File: src/rtl/pc_sel_pkg.sv
// Shared definitions for the PC select register.
//   state_t : sequencer states (BOOT, RUN, PEND)
//   PC_INC  : sequential fetch increment in bytes
package pc_sel_pkg;

  typedef enum logic [1:0] {
    BOOT = 2'd0,
    RUN  = 2'd1,
    PEND = 2'd2
  } state_t;

  localparam int PC_INC = 4;

endpackage

File: src/rtl/prio_enc.sv
// Priority encoder: the highest set bit of req wins.
// Ports:
//   req : request vector, N bits
//   idx : index of the highest set bit (0 when none)
//   any : at least one request bit is set
module prio_enc #(
  parameter int N = 4
) (
  input  logic [N-1:0]         req,
  output logic [$clog2(N)-1:0] idx,
  output logic                 any
);

  // Ascending scan: each later hit overrides, so the top index is kept.
  always_comb begin
    idx = '0;
    any = 1'b0;
    for (int i = 0; i < N; i++) begin
      if (req[i]) begin
        idx = ($clog2(N))'(i);
        any = 1'b1;
      end
    end
  end

endmodule

File: src/rtl/pc_select_reg.sv
// PC select register: holds the fetch PC, advancing by PC_INC or loading
// the highest-priority redirect target. A redirect arriving during a stall
// is held in a one-entry pending buffer and applied when the stall drops,
// unless a strictly higher-priority live request arrives that cycle.
// Ports:
//   clk, rst  : clock, asynchronous active-high reset
//   stall     : hold the PC
//   req       : per-source redirect requests (NUM_SRC)
//   src_addr  : flat targets, source i at [i*WIDTH +: WIDTH]
//   pc_out    : registered PC
//   pc_valid  : pc_out usable (low in BOOT)
//   redirect  : one-cycle pulse when pc_out was loaded from a source
//   sel_idx   : source index of the last applied redirect
//   pend      : a redirect is buffered
//   misalign  : (PC_ALIGN_CHECK_EN only) pulses with redirect when the
//               target had bits[1:0]!=0; those bits are cleared in pc_out
module pc_select_reg
  import pc_sel_pkg::*;
#(
  parameter int               WIDTH    = 32,
  parameter int               NUM_SRC  = 4,
  parameter logic [WIDTH-1:0] RESET_PC = '0
) (
  input  logic                       clk,
  input  logic                       rst,
  input  logic                       stall,
  input  logic [NUM_SRC-1:0]         req,
  input  logic [NUM_SRC*WIDTH-1:0]   src_addr,
  output logic [WIDTH-1:0]           pc_out,
  output logic                       pc_valid,
  output logic                       redirect,
  output logic [$clog2(NUM_SRC)-1:0] sel_idx,
  output logic                       pend
`ifdef PC_ALIGN_CHECK_EN
  ,
  output logic                       misalign
`endif
);

  localparam int IW = $clog2(NUM_SRC);

  state_t           state_q, state_d;
  logic [WIDTH-1:0] pc_q, pc_d;
  logic             redir_q, redir_d;
  logic [IW-1:0]    sel_q, sel_d;
  logic [WIDTH-1:0] paddr_q, paddr_d;
  logic [IW-1:0]    pidx_q, pidx_d;

  logic [WIDTH-1:0] src [NUM_SRC];
  logic [IW-1:0]    live_idx;
  logic             live_any;
  logic [WIDTH-1:0] live_addr;

  logic             apply;
  logic [WIDTH-1:0] tgt;
  logic [IW-1:0]    tgt_idx;

  for (genvar i = 0; i < NUM_SRC; i++) begin : g_src
    assign src[i] = src_addr[i*WIDTH +: WIDTH];
  end

  prio_enc #(.N(NUM_SRC)) u_prio (
    .req (req),
    .idx (live_idx),
    .any (live_any)
  );

  assign live_addr = src[live_idx];

`ifdef PC_ALIGN_CHECK_EN
  logic mis_q, mis_d;
`endif

  always_comb begin
    state_d = state_q;
    pc_d    = pc_q;
    redir_d = 1'b0;
    sel_d   = sel_q;
    paddr_d = paddr_q;
    pidx_d  = pidx_q;
    apply   = 1'b0;
    tgt     = live_addr;
    tgt_idx = live_idx;
`ifdef PC_ALIGN_CHECK_EN
    mis_d   = 1'b0;
`endif
    case (state_q)
      // Requests are ignored while booting; PC stays at RESET_PC.
      BOOT: state_d = RUN;
      RUN: begin
        if (stall) begin
          if (live_any) begin
            paddr_d = live_addr;
            pidx_d  = live_idx;
            state_d = PEND;
          end
        end else if (live_any) begin
          apply = 1'b1;
        end else begin
          pc_d = pc_q + WIDTH'(PC_INC);
        end
      end
      PEND: begin
        if (stall) begin
          // Equal priority overwrites so the newest target of that source wins.
          if (live_any && (live_idx >= pidx_q)) begin
            paddr_d = live_addr;
            pidx_d  = live_idx;
          end
        end else begin
          apply   = 1'b1;
          state_d = RUN;
          if (!(live_any && (live_idx > pidx_q))) begin
            tgt     = paddr_q;
            tgt_idx = pidx_q;
          end
        end
      end
      default: state_d = BOOT;
    endcase

    if (apply) begin
      redir_d = 1'b1;
      sel_d   = tgt_idx;
`ifdef PC_ALIGN_CHECK_EN
      pc_d    = {tgt[WIDTH-1:2], 2'b00};
      mis_d   = |tgt[1:0];
`else
      pc_d    = tgt;
`endif
    end
  end

  always_ff @(posedge clk or posedge rst) begin
    if (rst) begin
      state_q <= BOOT;
      pc_q    <= RESET_PC;
      redir_q <= 1'b0;
      sel_q   <= '0;
      paddr_q <= '0;
      pidx_q  <= '0;
    end else begin
      state_q <= state_d;
      pc_q    <= pc_d;
      redir_q <= redir_d;
      sel_q   <= sel_d;
      paddr_q <= paddr_d;
      pidx_q  <= pidx_d;
    end
  end

`ifdef PC_ALIGN_CHECK_EN
  always_ff @(posedge clk or posedge rst) begin
    if (rst) mis_q <= 1'b0;
    else     mis_q <= mis_d;
  end
  assign misalign = mis_q;
`endif

  assign pc_out   = pc_q;
  assign pc_valid = (state_q != BOOT);
  assign redirect = redir_q;
  assign sel_idx  = sel_q;
  assign pend     = (state_q == PEND);

endmodule
File: config.mk
export PLATFORM = sky130hd
export DESIGN_NAME = pc_select_reg
export DESIGN_NICKNAME = d
export VERILOG_FILES = /design/src/rtl/pc_sel_pkg.sv /design/src/rtl/prio_enc.sv /design/src/rtl/pc_select_reg.sv
export SDC_FILE = /design/constraint.sdc
export NUM_CORES = 1
export LEC_CHECK = 0
export CORE_UTILIZATION = 46
export DETAILED_ROUTE_END_ITERATION = 7
export PLACE_DENSITY = 0.81
export RECOVER_POWER = 25
export SLEW_MARGIN = 20
export SYNTH_ARGS = -nofsm -noshare
export SYNTH_HDL_FRONTEND = slang
export SYNTH_SLANG_ARGS = --single-unit
File: constraint.sdc
create_clock -name clk -period 3 [get_ports clk]
set_input_delay 0.45 -clock clk [delete_from_list [all_inputs] [get_ports clk]]
set_output_delay 0.45 -clock clk [all_outputs]
set_load 0.005 [all_outputs]
[Word level (Yosys, flattened, before mapping)]
Cells that the tools add are included.
Word-level totals
  register bits after elaboration: 71
  latch bits: 0
  RAM bits: 0
  memory bits (read-only): 0
  input port bits: 135
  output and inout port bits: 37
  word-level logic and storage cells: 68
  memories: 0
Operators by class
  $add $sub $neg: 1
  multiply operators: 0
  div/mod/pow operators: 0
  $lt $le $gt $ge: 3
  eq/ne operators: 9
  shifts and indexed selects: 0
  multiplexer cells: 39
  bitwise operators: 1
  reductions and logical operators: 9
Operators by type and width (count)
  32-bit two-way mux: 13
  32-bit binary-select mux with 2-bit select: 1
  32-bit case mux with 2 select lines: 1
  32-bit by 3-bit adder with 32-bit output (second input constant): 1
  2-bit two-way mux: 12
  1-bit two-way mux: 9
  2-bit != test (second input constant): 4
  2-bit by 1-bit != test with 1-bit output (second input constant): 3
  2-bit case mux with 3 select lines: 1
  3-bit AND reduction: 2
  2-bit nonzero test: 3
  5-bit AND reduction: 1
  2-bit case mux with 2 select lines: 1
  3-bit >= comparator (second input constant): 1
  2-bit inverter with 3-bit output: 1
  2-bit by 1-bit == test with 1-bit output (second input constant): 1
  2-bit == test (second input constant): 1
  2-bit >= comparator: 1
  2-bit > comparator: 1
  1-bit logical AND: 2
  2-bit logical NOT: 1
  1-bit case mux with 2 select lines: 1

[Longest topological paths before layout]
  word-level depth: 11
  mapped depth: 12

[Modules after synthesis]
From an unflattened synthesis, not the netlist that was laid out.
Unflattened totals
  cell total of the unflattened synthesis: 415
  area total of the unflattened synthesis: 4663.2 sq um
By module, submodules not included
  pc_select_reg: instances 1, cells an instance 411, area each 4639.4 sq um, seq. area each 1776.7 sq um
  prio_enc: instances 1, cells an instance 4, area each 23.8 sq um, seq. area each 0.0 sq um

[Worst setup path before layout]
OpenSTA, ideal clock, no wires.
  path kind: input port to flip-flop
  start point: in req[2]
  end point: reg pc_q[17], in the netlist pc_out[17]
  arrival time: 2688 ps
  data required time: 2861 ps
  slack: 174 ps
  stages: 11
  buffers on the path: 4
  path through: buf_1 -> inv_2 -> buf_2 -> a21oi_1 -> ha_1 -> a221oi_1 -> nand2b_1 -> buf_2 -> buf_2 -> mux2i_1 -> o221ai_1
Between the ends
  word-level cells in the longest chain between the ends: 10
Ends and longest elaborated chain
  from (decl): RTL line pc_select_reg.sv:27  | input logic [NUM_SRC-1:0] req,
  2-bit two-way mux (2 in a row): RTL line prio_enc.sv:19  | if (req[i]) begin
  2-bit inverter with 3-bit output (implied by the code): RTL line pc_select_reg.sv:68  | assign live_addr = src[live_idx];
  32-bit binary-select mux with 2-bit select: RTL line pc_select_reg.sv:68
  32-bit two-way mux (implied by the code) (2 in a row): RTL line pc_select_reg.sv:68
  32-bit two-way mux: RTL line pc_select_reg.sv:113  | if (!(live_any && (live_idx > pidx_q))) begin
  32-bit two-way mux: RTL line pc_select_reg.sv:104  | if (stall) begin
  32-bit two-way mux: RTL line pc_select_reg.sv:87  | case (state_q)
  32-bit two-way mux: RTL line pc_select_reg.sv:122  | if (apply) begin
  to (signal assigned): RTL line pc_select_reg.sv:144  | pc_q <= pc_d;
  to (decl): RTL line pc_select_reg.sv:43  | logic [WIDTH-1:0] pc_q, pc_d;
Parallel ways exist; a longest one is shown, timed or not. The select of a mux whose other input is x is not followed.
A chain may end at the register's enable or synchronous reset.

[Final worst setup path]
  start point: in req[2]
  end point: reg pc_q[19], in the netlist pc_out[19]
Same word-level chain as after synthesis.

==> results.txt <==
* Combined buffer and inverter count along the critical path: 3
- Via count of the first global-routing pass: 4,938
- The flow ran to the end, and the final reports show no timing, DRC or antenna violations.
- The worst path uses 87.0% of the clock period.
- Distinct cell type count of the synthesized netlist: 54
* Final RePlAce weighted congestion: 0.988
- F_max: 383 MHz
- The repair_antennas step left the layout with diodes totalling 0.
- Synthesized netlist net count: 689
* Initial antenna violation count: 0
- Yosys printed 0 warnings.
* Area enclosed by the die boundary: 0.0112 mm²
- Clock tree synthesis inserted a total of 9 buffers.
* Die height: 106 µm
- Leaving out fill and tap cells, the most frequent cells in the layout are 168 x sky130_fd_sc_hd__clkdlybuf4s50_1, 71 x sky130_fd_sc_hd__dfrtp_1, 57 x sky130_fd_sc_hd__nand2_1.
* Area overhead of the layout relative to synthesis: 41.4%
- Nets: 844
* Maximum Capacitance Violations: 0
- The number of setup buffers added after CTS is 0.
- In this run, the number of DRC markers left after iteration 0 of detailed routing was 348.
- Horizontal extent of the die: 106 µm
* Maximum vdd ir drop: 0.377 mV
* Clock period minus worst slack: 2.61 ns
- CTS built an H-tree with a depth of 3.
* Top cell family by delay on the critical path: buffers and inverters
- In the synthesized netlist, the number of instances is 548.
* Final HPWL from detailed placement: 11,900 µm
- Commonest non-fill, non-tap cell in the layout: sky130_fd_sc_hd__clkdlybuf4s50_1
- The total count of max-transition violations in the final report was 0.
- Once the floorplan was initialized, standard cells occupied 47.7% of the core.
- For the worst-skew pair, the clock arrives at the later sink with an insertion delay of 0.35 ns.
- The initialized floorplan defines 37 standard-cell rows.
* Sinks on the clock net: 71
- After detailed routing, the number of remaining DRC violations is 0.
- Clk pin slew, worst setup/hold paths: 0.08 ns
* Wire length of the first global-routing pass: 25,000 µm
* Leakage Power: 2.84 nW
- The worst setup path is launched from a primary input.
* Vias per cell: 6.04
- In this run the standard cell core region covers 0.0104 mm².
- Share of synthesized flip-flops with an asynchronous set or reset: 100%
- Pwr per Cell Area: 705 mW/mm²
- For this run, the register share of the synthesized area comes to 35.9%.
* Setup-failing EPs final: 0
* I/O pins: 172
- Initial DRT Pass Iterations: 6
- For the pin with the worst max-slew slack, the measured transition is 0.917 ns.
- For the worst setup path, the data required time is 3.22 ns.
- Overall Power: 0.00493 W
- Hold-fix buffers, CTS: 0
- Fill cells in the final layout number 830.
* Setup Crit Path Kind: in2reg
* Number of enable-type register cells in the synthesized netlist: 0
- Worst Skew: 0.0111 ns
* Maximum number of pins on one net before global-route repair: 60
- Mean Syn Cell Area: 9.02 µm²
- The final hold violation count is 0.
* Remaining antenna violation count after routing: 0
- Critical path arrival: 2.83 ns
- Number of buffer cells added on primary ports: 171
* Critical path capture point type: register
* Unrepaired setup endpoints after global routing: false
- Once the clock tree was built, the resizer swapped 0 gates to a different size.
- Design area: 0.00699 mm²
- Hold is met by 0.490 ns.
- Delay of the slowest critical-path stage: 0.55 ns
- Max Root-Sink Buffers: 2
* Fraction of layout instances using a drive strength above 1: 12.7%
- For this block, the via count after detailed routing is 5,098.
* Dominant synthesized flop cell: sky130_fd_sc_hd__dfrtp_1
* Crit path max fanout: 10
* Sum of routed wire length over all layers: 15,600 µm
* Flop2flop setup slack: 0.61 ns
- Worst slew margin relative to its limit: 38.9%
* Placed cell areas: 0.00680 mm²
- CTS tree: built
* Worst min-delay path class: reg2reg
- Clock root buffer: sky130_fd_sc_hd__clkbuf_8
- The total overflow left after global routing is 0.
- Gr usage total: 28.6%
- Synthesis inferred 71 register bits.
- Mapped cell area: 0.00494 mm²
- The slowest stage of the critical path is the sky130_fd_sc_hd__clkdlybuf4s50_1 cell.
- Setup TNS Final: 0 ns
- The critical path goes through clkdlybuf4s50_1 -> inv_2 -> a21oi_1 -> ha_1 -> a221oi_1 -> nand2b_1 -> buf_4 -> mux2i_1 -> o211ai_1.
- Routed length per placed instance: 18.5 µm
-- flip-flops by register name, indices dropped and copies added (netlist names) --
register / cells
paddr_q: 32
redirect: 1
state_q: 2
pidx_q: 2
sel_idx: 2
pc_out: 32
-- worst min-delay path, delay by kind of cell (launching register included) --
| family | cells | cell delay, ns |
|---|---|---|
| AOI/OAI and AO/OA | 1 | 0.06 |
| and+or+nand+nor | 1 | 0.05 |
| DFF | 1 | 0.35 |
-- cells by family (layout without fill, tap and decap cells) --
group	Yosys count	after routing	synth area share, %
simple gates	164	164	16.5
compound gates	154	154	20.2
mux	95	95	20.4
flops	71	71	35.9
buf+inv	56	216	5.01
fa+ha+maj	6	6	1.52
xor+xnor	2	2	0.354
-- Yosys cell counts (4+ instances only) --
| library cell | number | area share [%] |
|---|---|---|
| sky130_fd_sc_hd__mux2_2 | 47 | 11 |
| sky130_fd_sc_hd__buf_2 | 20 | 2.0 |
| sky130_fd_sc_hd__mux2i_1 | 48 | 9.7 |
| sky130_fd_sc_hd__nand4_1 | 13 | 1.6 |
| sky130_fd_sc_hd__clkbuf_1 | 17 | 1.3 |
| sky130_fd_sc_hd__nand2b_1 | 4 | 0.51 |
| sky130_fd_sc_hd__nor2_1 | 34 | 2.6 |
| sky130_fd_sc_hd__and3_1 | 5 | 0.63 |
| sky130_fd_sc_hd__o31ai_1 | 7 | 1.1 |
| sky130_fd_sc_hd__o21ai_0 | 38 | 3.8 |
| sky130_fd_sc_hd__dfrtp_1 | 71 | 36 |
| sky130_fd_sc_hd__nand2_1 | 57 | 4.3 |
| sky130_fd_sc_hd__ha_1 | 6 | 1.5 |
| sky130_fd_sc_hd__or3_1 | 5 | 0.63 |
| sky130_fd_sc_hd__o221ai_1 | 9 | 1.6 |
| sky130_fd_sc_hd__and2_1 | 4 | 0.51 |
| sky130_fd_sc_hd__a211oi_1 | 9 | 1.4 |
| sky130_fd_sc_hd__nor3_1 | 5 | 0.51 |
| sky130_fd_sc_hd__a21oi_1 | 44 | 4.5 |
| sky130_fd_sc_hd__o211ai_1 | 13 | 2.0 |
| sky130_fd_sc_hd__or4_1 | 4 | 0.61 |
| sky130_fd_sc_hd__nand3_1 | 14 | 1.4 |
| sky130_fd_sc_hd__a211o_1 | 4 | 0.71 |
| sky130_fd_sc_hd__and4_1 | 7 | 1.2 |
| sky130_fd_sc_hd__inv_1 | 11 | 0.84 |
| sky130_fd_sc_hd__a31oi_1 | 7 | 0.89 |
-- where the power goes --
| part | total [W] | internal (W) | switching (W) |
|---|---|---|---|
| logic | 0.00233 | 0.00123 | 0.00110 |
| clock network | 0.000790 | 0.000392 | 0.000398 |
| registers | 0.00181 | 0.00139 | 0.000423 |
-- through the flow --
| stage | std cells | worst slack (ns) | utilization (%) |
|---|---|---|---|
| global placement | 828 | 0.163 | 65.6 |
| global route | 844 | 0.232 | 67.4 |
| CTS | 844 | 0.400 | 67.6 |
| finish | 844 | 0.389 | 67.4 |
| floorplan | 548 | 0.174 | - |
| detailed placement | 828 | 0.0416 | 65.6 |
-- per-layer routing --
metal	track usage, %	share of wire (%)	vias up
met4	10.0	2.4	0
met3	6.74	9.3	35
li1	-	-	2350
met1	37.1	40	2430
met2	46.5	48	283
met5	0	0	-
-- area by class of cell --
cell class	instances	area, µm²	area share, %
flip-flops and latches	71	1780	25.4
well taps	136	170	2.43
repair buffers	187	1860	26.6
clock inverters	7	78.8	1.13
inverters	13	48.8	0.698
clock buffers	9	124	1.77
multi-input cells	421	2940	42.0
-- worst paths after layout --
kind                             from    endpoint  depth (start not counted)
setup reg to reg           state_q[0]  pc_out[13]                          8
setup / recovery               req[2]  pc_out[19]                          9
max in group asynchronous         rst  pc_out[13]                          3
min in group asynchronous         rst    redirect                          2
hold reg to reg            sel_idx[1]  sel_idx[1]                          2
hold / removal             sel_idx[1]  sel_idx[1]                          2
No activity file was read; power rests on OpenSTA's default activity.
